[src/rtl/csr_regfile.sv]
// csr_regfile: LoongArch control/status register file.
// Serves combinational CSR reads and masked synchronous writes from the
// writeback stage. It records exception context, restores it on ertn and
// folds the interrupt sources into has_int.
// The constant timer (TID, TCFG, TVAL, TICLR and the down-counter) is built
// only when the CSR_TIMER_EN macro is defined. Without it, those addresses
// read 0, writes to them are ignored and ESTAT.IS[11] is tied to 0.
`timescale 1ns/1ps
module csr_regfile #(
    parameter logic [31:0] EENTRY_RESET = 32'h0,
    parameter logic [31:0] TID_RESET    = 32'h0
) (
    input  logic        clk,
    input  logic        reset,
    input  logic        csr_re,
    input  logic [13:0] csr_num,
    output logic [31:0] csr_rvalue,
    input  logic        csr_we,
    input  logic [31:0] csr_wmask,
    input  logic [31:0] csr_wvalue,
    input  logic        wb_ex,
    input  logic [5:0]  wb_ecode,
    input  logic [8:0]  wb_esubcode,
    input  logic [31:0] wb_pc,
    input  logic [31:0] wb_vaddr,
    input  logic        ertn_flush,
    input  logic [7:0]  hw_int_in,
    input  logic        ipi_int_in,
    output logic [31:0] csr_eentry,
    output logic [31:0] csr_era,
    output logic        has_int
);

    localparam logic [13:0] CSR_CRMD   = 14'h000;
    localparam logic [13:0] CSR_PRMD   = 14'h001;
    localparam logic [13:0] CSR_ECFG   = 14'h004;
    localparam logic [13:0] CSR_ESTAT  = 14'h005;
    localparam logic [13:0] CSR_ERA    = 14'h006;
    localparam logic [13:0] CSR_BADV   = 14'h007;
    localparam logic [13:0] CSR_EENTRY = 14'h00C;
    localparam logic [13:0] CSR_SAVE0  = 14'h030;

    localparam logic [5:0]  ECODE_ADEF = 6'h08;
    localparam logic [5:0]  ECODE_ALE  = 6'h09;

    // LIE[10] has no interrupt source behind it and stays 0.
    localparam logic [12:0] LIE_MASK   = 13'h1BFF;

    // Architectural state, kept field by field so that non-field bits read as 0.
    logic [1:0]  crmd_plv;
    logic        crmd_ie;
    logic        crmd_da;
    logic [1:0]  prmd_pplv;
    logic        prmd_pie;
    logic [12:0] ecfg_lie;
    logic [1:0]  estat_is_sw;
    logic [7:0]  estat_is_hw;
    logic        estat_is_ti;
    logic        estat_is_ipi;
    logic [5:0]  estat_ecode;
    logic [8:0]  estat_esubcode;
    logic [31:0] era;
    logic [31:0] badv;
    logic [25:0] eentry_va;
    logic [31:0] save [4];

    logic        sw_we;
    logic        save_sel;
    logic [31:0] wr_set;
    logic [31:0] wr_keep;
    logic [12:0] estat_is;
    logic [31:0] rdata;

    // An exception or ertn in the same cycle drops the software write entirely.
    assign sw_we    = csr_we & ~wb_ex & ~ertn_flush;
    assign save_sel = (csr_num[13:2] == CSR_SAVE0[13:2]);

    // Every masked write is new = (old & ~mask) | (wvalue & mask).
    assign wr_set  = csr_wvalue & csr_wmask;
    assign wr_keep = ~csr_wmask;

    // CRMD/PRMD: mode save on exception, restore on ertn, otherwise software writes.
    always_ff @(posedge clk) begin
        if (reset) begin
            crmd_plv  <= 2'd0;
            crmd_ie   <= 1'b0;
            crmd_da   <= 1'b1;
            prmd_pplv <= 2'd0;
            prmd_pie  <= 1'b0;
        end else if (wb_ex) begin
            // NOTE: non-blocking assignments let PRMD capture the pre-exception
            // CRMD even though CRMD is cleared on the same edge.
            prmd_pplv <= crmd_plv;
            prmd_pie  <= crmd_ie;
            crmd_plv  <= 2'd0;
            crmd_ie   <= 1'b0;
        end else if (ertn_flush) begin
            crmd_plv  <= prmd_pplv;
            crmd_ie   <= prmd_pie;
        end else if (sw_we) begin
            if (csr_num == CSR_CRMD) begin
                crmd_plv <= (crmd_plv & wr_keep[1:0]) | wr_set[1:0];
                crmd_ie  <= (crmd_ie  & wr_keep[2])   | wr_set[2];
                crmd_da  <= (crmd_da  & wr_keep[3])   | wr_set[3];
            end
            if (csr_num == CSR_PRMD) begin
                prmd_pplv <= (prmd_pplv & wr_keep[1:0]) | wr_set[1:0];
                prmd_pie  <= (prmd_pie  & wr_keep[2])   | wr_set[2];
            end
        end
    end

    // ECFG: local interrupt enables, only the implemented LIE bits are writable.
    always_ff @(posedge clk) begin
        if (reset) begin
            ecfg_lie <= 13'd0;
        end else if (sw_we && csr_num == CSR_ECFG) begin
            ecfg_lie <= (ecfg_lie & (wr_keep[12:0] | ~LIE_MASK)) | (wr_set[12:0] & LIE_MASK);
        end
    end

    // ESTAT: sample interrupt lines every cycle, capture the exception cause, software IS[1:0].
    always_ff @(posedge clk) begin
        if (reset) begin
            estat_is_sw    <= 2'd0;
            estat_is_hw    <= 8'd0;
            estat_is_ipi   <= 1'b0;
            estat_ecode    <= 6'd0;
            estat_esubcode <= 9'd0;
        end else begin
            estat_is_hw  <= hw_int_in;
            estat_is_ipi <= ipi_int_in;
            if (wb_ex) begin
                estat_ecode    <= wb_ecode;
                estat_esubcode <= wb_esubcode;
            end
            if (sw_we && csr_num == CSR_ESTAT) begin
                estat_is_sw <= (estat_is_sw & wr_keep[1:0]) | wr_set[1:0];
            end
        end
    end

    // ERA/BADV: exception return address and faulting address for address exceptions.
    always_ff @(posedge clk) begin
        if (reset) begin
            era  <= 32'd0;
            badv <= 32'd0;
        end else if (wb_ex) begin
            era <= wb_pc;
            if (wb_ecode == ECODE_ADEF || wb_ecode == ECODE_ALE) begin
                badv <= wb_vaddr;
            end
        end else if (sw_we) begin
            if (csr_num == CSR_ERA) begin
                era <= (era & wr_keep) | wr_set;
            end
            if (csr_num == CSR_BADV) begin
                badv <= (badv & wr_keep) | wr_set;
            end
        end
    end

    // EENTRY and SAVE0-3: plain software-owned storage.
    always_ff @(posedge clk) begin
        if (reset) begin
            eentry_va <= EENTRY_RESET[31:6];
            // NOTE: the scratch array is reset to 0, so it is built from
            // resettable flops and not mapped to a RAM macro.
            for (int i = 0; i < 4; i++) begin
                save[i] <= 32'd0;
            end
        end else if (sw_we) begin
            if (csr_num == CSR_EENTRY) begin
                eentry_va <= (eentry_va & wr_keep[31:6]) | wr_set[31:6];
            end
            if (save_sel) begin
                save[csr_num[1:0]] <= (save[csr_num[1:0]] & wr_keep) | wr_set;
            end
        end
    end

`ifdef CSR_TIMER_EN
    localparam logic [13:0] CSR_TID   = 14'h040;
    localparam logic [13:0] CSR_TCFG  = 14'h041;
    localparam logic [13:0] CSR_TVAL  = 14'h042;
    localparam logic [13:0] CSR_TICLR = 14'h044;

    logic [31:0] tid;
    logic [31:0] tcfg;
    logic [31:0] tval_cnt;
    logic [31:0] tcfg_next;
    logic        tcfg_load;
    logic        timer_fire;
    logic        ticlr_clr;

    assign tcfg_next  = (tcfg & wr_keep) | wr_set;
    assign tcfg_load  = sw_we && (csr_num == CSR_TCFG) && tcfg_next[0];
    // A counter at all-ones is idle, so the zero test alone identifies expiry.
    assign timer_fire = !tcfg_load && tcfg[0] && (tval_cnt == 32'd0);
    assign ticlr_clr  = sw_we && (csr_num == CSR_TICLR) && wr_set[0];

    // Timer: TID/TCFG writes, counter load/decrement/reload, IS[11] set beats clear.
    always_ff @(posedge clk) begin
        if (reset) begin
            tid         <= TID_RESET;
            tcfg        <= 32'd0;
            tval_cnt    <= 32'hFFFF_FFFF;
            estat_is_ti <= 1'b0;
        end else begin
            if (sw_we && csr_num == CSR_TID) begin
                tid <= (tid & wr_keep) | wr_set;
            end
            if (sw_we && csr_num == CSR_TCFG) begin
                tcfg <= tcfg_next;
            end
            if (tcfg_load) begin
                tval_cnt <= {tcfg_next[31:2], 2'b00};
            end else if (tcfg[0] && tval_cnt != 32'hFFFF_FFFF) begin
                if (tval_cnt == 32'd0) begin
                    tval_cnt <= tcfg[1] ? {tcfg[31:2], 2'b00} : 32'hFFFF_FFFF;
                end else begin
                    tval_cnt <= tval_cnt - 32'd1;
                end
            end
            if (timer_fire) begin
                estat_is_ti <= 1'b1;
            end else if (ticlr_clr) begin
                estat_is_ti <= 1'b0;
            end
        end
    end
`else
    assign estat_is_ti = 1'b0;
`endif

    assign estat_is = {estat_is_ipi, estat_is_ti, 1'b0, estat_is_hw, estat_is_sw};

    // Read mux: unimplemented addresses and TICLR fall through to 0.
    always_comb begin
        // NOTE: the default assignment first keeps this mux free of latches.
        rdata = 32'd0;
        case (csr_num)
            CSR_CRMD:   rdata = {28'd0, crmd_da, crmd_ie, crmd_plv};
            CSR_PRMD:   rdata = {29'd0, prmd_pie, prmd_pplv};
            CSR_ECFG:   rdata = {19'd0, ecfg_lie};
            CSR_ESTAT:  rdata = {1'b0, estat_esubcode, estat_ecode, 3'd0, estat_is};
            CSR_ERA:    rdata = era;
            CSR_BADV:   rdata = badv;
            CSR_EENTRY: rdata = {eentry_va, 6'd0};
`ifdef CSR_TIMER_EN
            CSR_TID:    rdata = tid;
            CSR_TCFG:   rdata = tcfg;
            CSR_TVAL:   rdata = tval_cnt;
`endif
            default: begin
                if (save_sel) begin
                    rdata = save[csr_num[1:0]];
                end
            end
        endcase
    end

    assign csr_rvalue = csr_re ? rdata : 32'd0;
    assign csr_eentry = {eentry_va, 6'd0};
    assign csr_era    = era;
    assign has_int    = (|(estat_is & ecfg_lie)) & crmd_ie;

endmodule

[config.mk]
export PLATFORM = sky130hd
export DESIGN_NAME = csr_regfile
export DESIGN_NICKNAME = d
export VERILOG_FILES = /design/src/rtl/csr_regfile.sv
export SDC_FILE = /design/constraint.sdc
export NUM_CORES = 1
export LEC_CHECK = 0
export CAP_MARGIN = 20
export CELL_PAD_IN_SITES_DETAIL_PLACEMENT = 2
export CELL_PAD_IN_SITES_GLOBAL_PLACEMENT = 2
export CORE_ASPECT_RATIO = 1.1
export CORE_MARGIN = 8
export CORE_UTILIZATION = 36
export CTS_CLUSTER_DIAMETER = 40
export DETAILED_ROUTE_END_ITERATION = 12
export GPL_TIMING_DRIVEN = 0
export PLACE_DENSITY_LB_ADDON = 0.3
export SLEW_MARGIN = 40
export SYNTH_ARGS = -nofsm -noshare
export SYNTH_HDL_FRONTEND = slang
export SYNTH_SLANG_ARGS = --single-unit
export TNS_END_PERCENT = 50
[constraint.sdc]
create_clock -name clk -period 7.8 [get_ports clk]
set_input_delay 1.56 -clock clk [delete_from_list [all_inputs] [get_ports clk]]
set_output_delay 1.56 -clock clk [all_outputs]
set_load 0.01 [all_outputs]
==> flow_summary.toml, run 1 <==
[clock_network]
cts_repair_resize_count = 0
post-cts-setup-buffers = 0
clk-insertion-delay-late_ps = 580
clk_root_buffer_cell = "clkbuf_16"
cts_hold_repair.buffers = 0
cts.clk_slew.worst_paths_ps = 50
cts.path.max_buffers = 3
cts_htree_levels = 2
cts_num_sinks = 263
cts_buffers = 43
cts_tree = "built"

[critical_path]
worstPathMaxFanout = 10
timing.rr.start = "save[1][5]"
crit-reg2reg-capture = "save[1][5]"
critPathCapture = "csr_rvalue[28]"
cpMostUsedCell = "buf_2"
worst_setup_path_start_kind = "input pin"
critPathSlowestCell = "clkdlybuf4s50_1"
timing.critical_path.arrival_ps = 4970
endpoint_kind = "primary output"
critPathLaunch = "csr_num[3]"
crit_type = "in -> out"
timing.reg2reg.worst_path_depth = 3
rrSetupSlack_ps = 5800
cpPeakStageDelay_ps = 620
worstPathRequired_ps = 6240
cp_cell_sequence = "clkdlybuf4s50_1, buf_2, nor4bb_1, buf_2, and2_1, buf_4, buf_2, a22oi_1, o22ai_1, clkdlybuf4s50_1"

[sta]
timing.slew.headroom_pct = 38.1
timing.final.crit_share_pct = 83.7
post-route-min-period_ps = 6530
setup_viol = 0
fin_tns_setup_ps = 0
fin_worst_hold_slack_ps = 472
final.setup.worst_slack_ps = 1270
fmaxAchievable_ghz = 0.153
worst-slew-pin-transition_ps = 928
fin_skew_ps = 9.27
rsz0062_at_grt = "false"
finalHoldViolCount = 0
drv_slew = 0

[power]
cell_internal_pwr_w = 0.00288
report.power.total_w = 0.00393
ratio_of_total_power_to_cell_area_nw_per_um2 = 207
ir_drop_v = 0.000191
clockPowerShare_pct = 49.2
static_leak_nw = 6.90
p_sw_w = 0.00105
netSwitchingFraction_pct = 26.7
combPwrFrac_pct = 12.1
pwr-share-seq_pct = 38.8

[final_layout]
drive_above_1_share_pct = 13.4
num_antenna_cells = 0
layout-area-overhead-vs-synth_pct = 32.3
core_occupancy_in_the_finished_layout_pct = 48.3
nets = 1848

[synth]
synthDominantAreaCellType = "edfxtp_1"
netlist.area_leader.share_pct = 26.8
post_synthesis_sequential_area_ratio_pct = 45.6
ys_async_sr_fraction_pct = 0
post_synth_instance_area_um2 = 14300
synth-main-ff-cell = "dfxtp_1"
most_common_cell_in_the_synthesized_netlist = "nor2_1"
post_synth_inst_count = 1376
synthTopCellsByArea = "edfxtp_1 (27%), dfxtp_1 (19%), mux2i_1 (6.7%), mux4_2 (5.8%), nor2_1 (4.8%)"
number_of_flops_mapped_to_enable_cells_by_yosys = 128
synth.distinct_cells = 66
synth.top_cells.by_count = "nor2_1 (183), dfxtp_1 (135), edfxtp_1 (128), mux2i_1 (96), clkbuf_1 (75)"
postSynthRegisterBits = 263
synth-warning-count = 0
syn_area_per_cell_um2 = 10.4

[grt]
grt_pass1_vias = 15200
grt_max_degree = 33
gr-total-overflow = 0
grt_pass1_wl_um = 105000
groute.usage.overall_pct = 30.6
grt_antenna_before_repair = 1

[placement]
dp_hpwl_um = 54400
place_ws_ps = 1430
number_of_port_buffers = 250
globalplace.congestion = 0.901

[floorplan]
die_width_um = 206
die_h_um = 225
fp.coreArea_um2 = 39300
floorplan.initialDensity_pct = 36.5
rows = 76
io_pins = 269
die_area_um2 = 46500

[routing]
number_of_design_rule_violations_left_after_detail_routing = 0
routedWlPerCell_um = 32.6
vias = 13900
post_drt_via_cell_ratio = 6.26
drt_iter0_drc = 1209
firstDrtPassIters = 5
drt-total-wl_um = 72400
postRouteAntennaNets = 0

[hold_path]
worstHoldPathType = "reg -> reg"
whs_path_depth = 1

[run]
maxCapViolations = 0

[outcome]
run_status = "completed"
## through the flow
step	std cells	cell area (um2)
final	2218	19000
after global routing	2218	19000
after CTS	2218	19000
after detailed placement	2138	17500
after global placement	2138	17500
after floorplan	1381	14400
## final cells by class
| cell class | count | area, um2 |
|---|---|---|
| clock buffer | 58 | 1200 |
| fill | 4074 | 20300 |
| multi-input combinational | 902 | 6890 |
| sequential | 263 | 6550 |
| tap | 507 | 634 |
| inverter | 71 | 267 |
| buffer | 145 | 711 |
| timing repair buffer | 250 | 2500 |
| clock inverter | 22 | 226 |
## cell families (layout without fill, tap and decap cells)
| group | after synthesis | count (layout) | share of synthesized area (%) |
|---|---|---|---|
| multiplexers | 135 | 135 | 12.7 |
| other | 1 | 6 | 0.0261 |
| buffers and inverters | 216 | 546 | 6.79 |
| flip-flops | 263 | 263 | 45.6 |
| AND/OR/NAND/NOR | 455 | 455 | 17.0 |
| AO/OA/AOI/OAI | 306 | 306 | 17.9 |
## cells in the final DEF (no fill, tap or decap), types with 5 or more instances in the layout
cell	count
a2111oi_1	5
clkbuf_1	83
nand4_1	18
clkinv_2	8
mux2i_1	96
o21ai_0	15
clkdlybuf4s50_1	250
edfxtp_1	128
and2_1	5
clkbuf_16	45
a311oi_1	32
nand2b_1	52
a211oi_1	67
conb_1	6
nor3_1	36
a2111oi_2	27
buf_4	25
o22ai_1	16
and4_1	35
a31o_2	8
nand2_1	18
mux4_2	37
nor2_1	181
nand3_1	61
buf_2	37
nor2b_1	14
nand4b_1	6
a221o_1	32
a22oi_1	25
inv_1	70
a21oi_1	30
dfxtp_1	135
a22o_1	17
a41oi_1	6
## worst min path at each step
stage	from	endpoint	slack, ps
final	register	register	470
after detailed placement	register	register	460
after global routing	register	register	490
after floorplan	register	register	430
after global placement	register	register	440
after CTS	register	register	470
## metal layers
metal  share of wire [%]  routed length (um)  global-route usage [%]  vias to the layer above
met3                 6.9                4980                    5.20                      169
li1                    -                   -                       -                     5854
met1                  40               28800                    37.7                     7205
met2                  49               35500                    51.7                      658
met4                 4.2                3070                    14.3                        2
met5               0.018                  13                       0                        -
## power groups by stage
stage          registers [W]  clock network (W)  logic [W]
2_1_floorplan        0.00154                  0   0.000213
3_3_place_gp         0.00154                  0   0.000444
3_5_place_dp         0.00155                  0   0.000461
4_1_cts              0.00152            0.00194   0.000468
5_1_grt              0.00153            0.00199   0.000495
6_report             0.00152            0.00193   0.000474
## worst max-delay path: cells and delay by family
kind	cells	cell delay, ps
compound gates	2	430
buf+inv	6	2280
simple gates	2	670
(Power assumes the default switching activity.)
==> run 2, diff against run 1 <==
Settings changed: CORE_UTILIZATION 36 to 30.
Clock period 7.8 ns to 5.7 ns, I/O delays scaled along.
==> flow_summary.toml, run 2 (same netlist as run 1, synthesis figures left out) <==
[clock_network]
cts_buffers = 49
clk-insertion-delay-late_ps = 570
cts_hold_repair.buffers = 0
cts_num_sinks = 263
cts.clk_slew.worst_paths_ps = 50
clk_root_buffer_cell = "clkbuf_16"
cts.path.max_buffers = 3
cts_tree = "built"
cts_htree_levels = 2

[grt]
grt_max_degree = 33
grt_pass1_wl_um = 107000
grt_pass1_vias = 15500
gr-total-overflow = 0
groute.usage.overall_pct = 26.2
grt_antenna_before_repair = 0

[final_layout]
core_occupancy_in_the_finished_layout_pct = 40.9
final_common_cell = "clkdlybuf4s50_1"
filler_cell_count = 5051
seqCellArea_um2 = 6550
nets = 1857
drive_above_1_share_pct = 14.4
layout.cells.most_common_list = "clkdlybuf4s50_1 (250), nor2_1 (181), dfxtp_1 (135)"
layout-area-overhead-vs-synth_pct = 35.6
multiInputGateArea_um2 = 6890

[routing]
firstDrtPassIters = 6
vias = 14000
postRouteAntennaNets = 0
routedWlPerCell_um = 31.4
drt_iter0_drc = 1085
post_drt_via_cell_ratio = 5.92
drt-total-wl_um = 74600
number_of_design_rule_violations_left_after_detail_routing = 0

[placement]
number_of_port_buffers = 250
globalplace.congestion = 0.881
dp_hpwl_um = 54600

[critical_path]
timing.critical_path.arrival_ps = 4520
kind_of_cell_adding_the_most_delay_to_the_critical_path = "buffers and inverters"
cpPeakStageDelay_ps = 730
critPathSlowestCell = "nor2b_1"
cp_cell_sequence = "clkdlybuf4s50_1, buf_2, nor2b_1, clkbuf_1, a22o_1, a22oi_1, o22ai_1, clkdlybuf4s50_1"
worst_setup_path_start_kind = "input pin"
worstPathMaxFanout = 10
worstPathRequired_ps = 4560
endpoint_kind = "primary output"
crit_type = "in -> out"
cp_num_buf_inv = 4
path_length_in_cells_of_the_critical_path = 8
cpMostUsedCell = "clkdlybuf4s50_1"
timing.reg2reg.worst_path_depth = 3

[sta]
finalHoldViolCount = 0
fin_skew_ps = 11.4
drv_slew = 0
fin_tns_setup_ps = 0
fmaxAchievable_ghz = 0.177
post-route-min-period_ps = 5660
timing.slew.headroom_pct = 40.7
timing.final.crit_share_pct = 99.2
rsz0062_at_grt = "false"
worst-slew-pin-transition_ps = 889
setup_viol = 0

[power]
static_leak_nw = 7.00
ir_drop_v = 0.000182
ratio_of_total_power_to_cell_area_nw_per_um2 = 296

[floorplan]
die_h_um = 245
fp.coreArea_um2 = 47500
io_pins = 269
die_width_um = 224
rows = 84
floorplan.initialDensity_pct = 30.2
die_area_um2 = 55100

[hold_path]
whs_path_depth = 1
worstHoldPathType = "reg -> reg"

[outcome]
run_status = "completed"

[run]
maxCapViolations = 0
==> run 2: worst paths after layout <==
check                   from        endpoint  slack (ps)
setup / recovery  csr_num[3]  csr_rvalue[20]          40
hold / removal      register        register         480
setup reg to reg  save[3][5]      save[1][5]        3780
hold reg to reg     register        register         480
==> run 2: area by class of cell <==
class | count | share of cell area [%]
antenna | 1 | 0.0129
tap | 645 | 4.15
sequential | 263 | 33.7
timing repair buffer | 253 | 13.0
inverter | 71 | 1.37
multi-input combinational | 902 | 35.4
clock buffer | 56 | 6.60
buffer | 145 | 3.68
clock inverter | 36 | 2.14
==> run 2: report_power, final <==
part	leakage (nW)	switching (W)	internal [W]
sequential	2.42	0.0000422	0.00204
clock	0.781	0.00111	0.00191
combinational	3.80	0.000379	0.000271
total	7.00	0.00153	0.00422
==> run 2: repair_timing <==
action | CTS | global route
setup endpoints to repair | 0 | 2
gates resized for setup | 0 | 1
buffers inserted | 0 | 3
hold endpoints to repair | 0 | 0
==> run 2: layer usage <==
metal	wire length (um)	GRT usage, %	up-vias
met4	3500	11.9	0
met5	0	0	-
met1	29100	31.6	7241
li1	-	-	5890
met2	36400	44.9	705
met3	5550	5.02	203
==> run 2: metrics by stage <==
step	hold slack [ps]	worst slack, ps	total power [W]	std cells	area (um2)
finish	483	43.1	0.00575	2372	19500
global route	477	23.8	0.00588	2371	19400
CTS	459	107	0.00577	2368	19400
detailed placement	448	174	0.00276	2276	17700
global placement	439	197	0.00273	2276	17700
floorplan	428	1970	0.00240	1381	14400
==> run 2: worst reg2reg max path: cells and delay by family, from the launching register on <==
kind             cells  cell delay (ps)
muxes                2             1170
DFF                  1              360
and+or+nand+nor      1              130
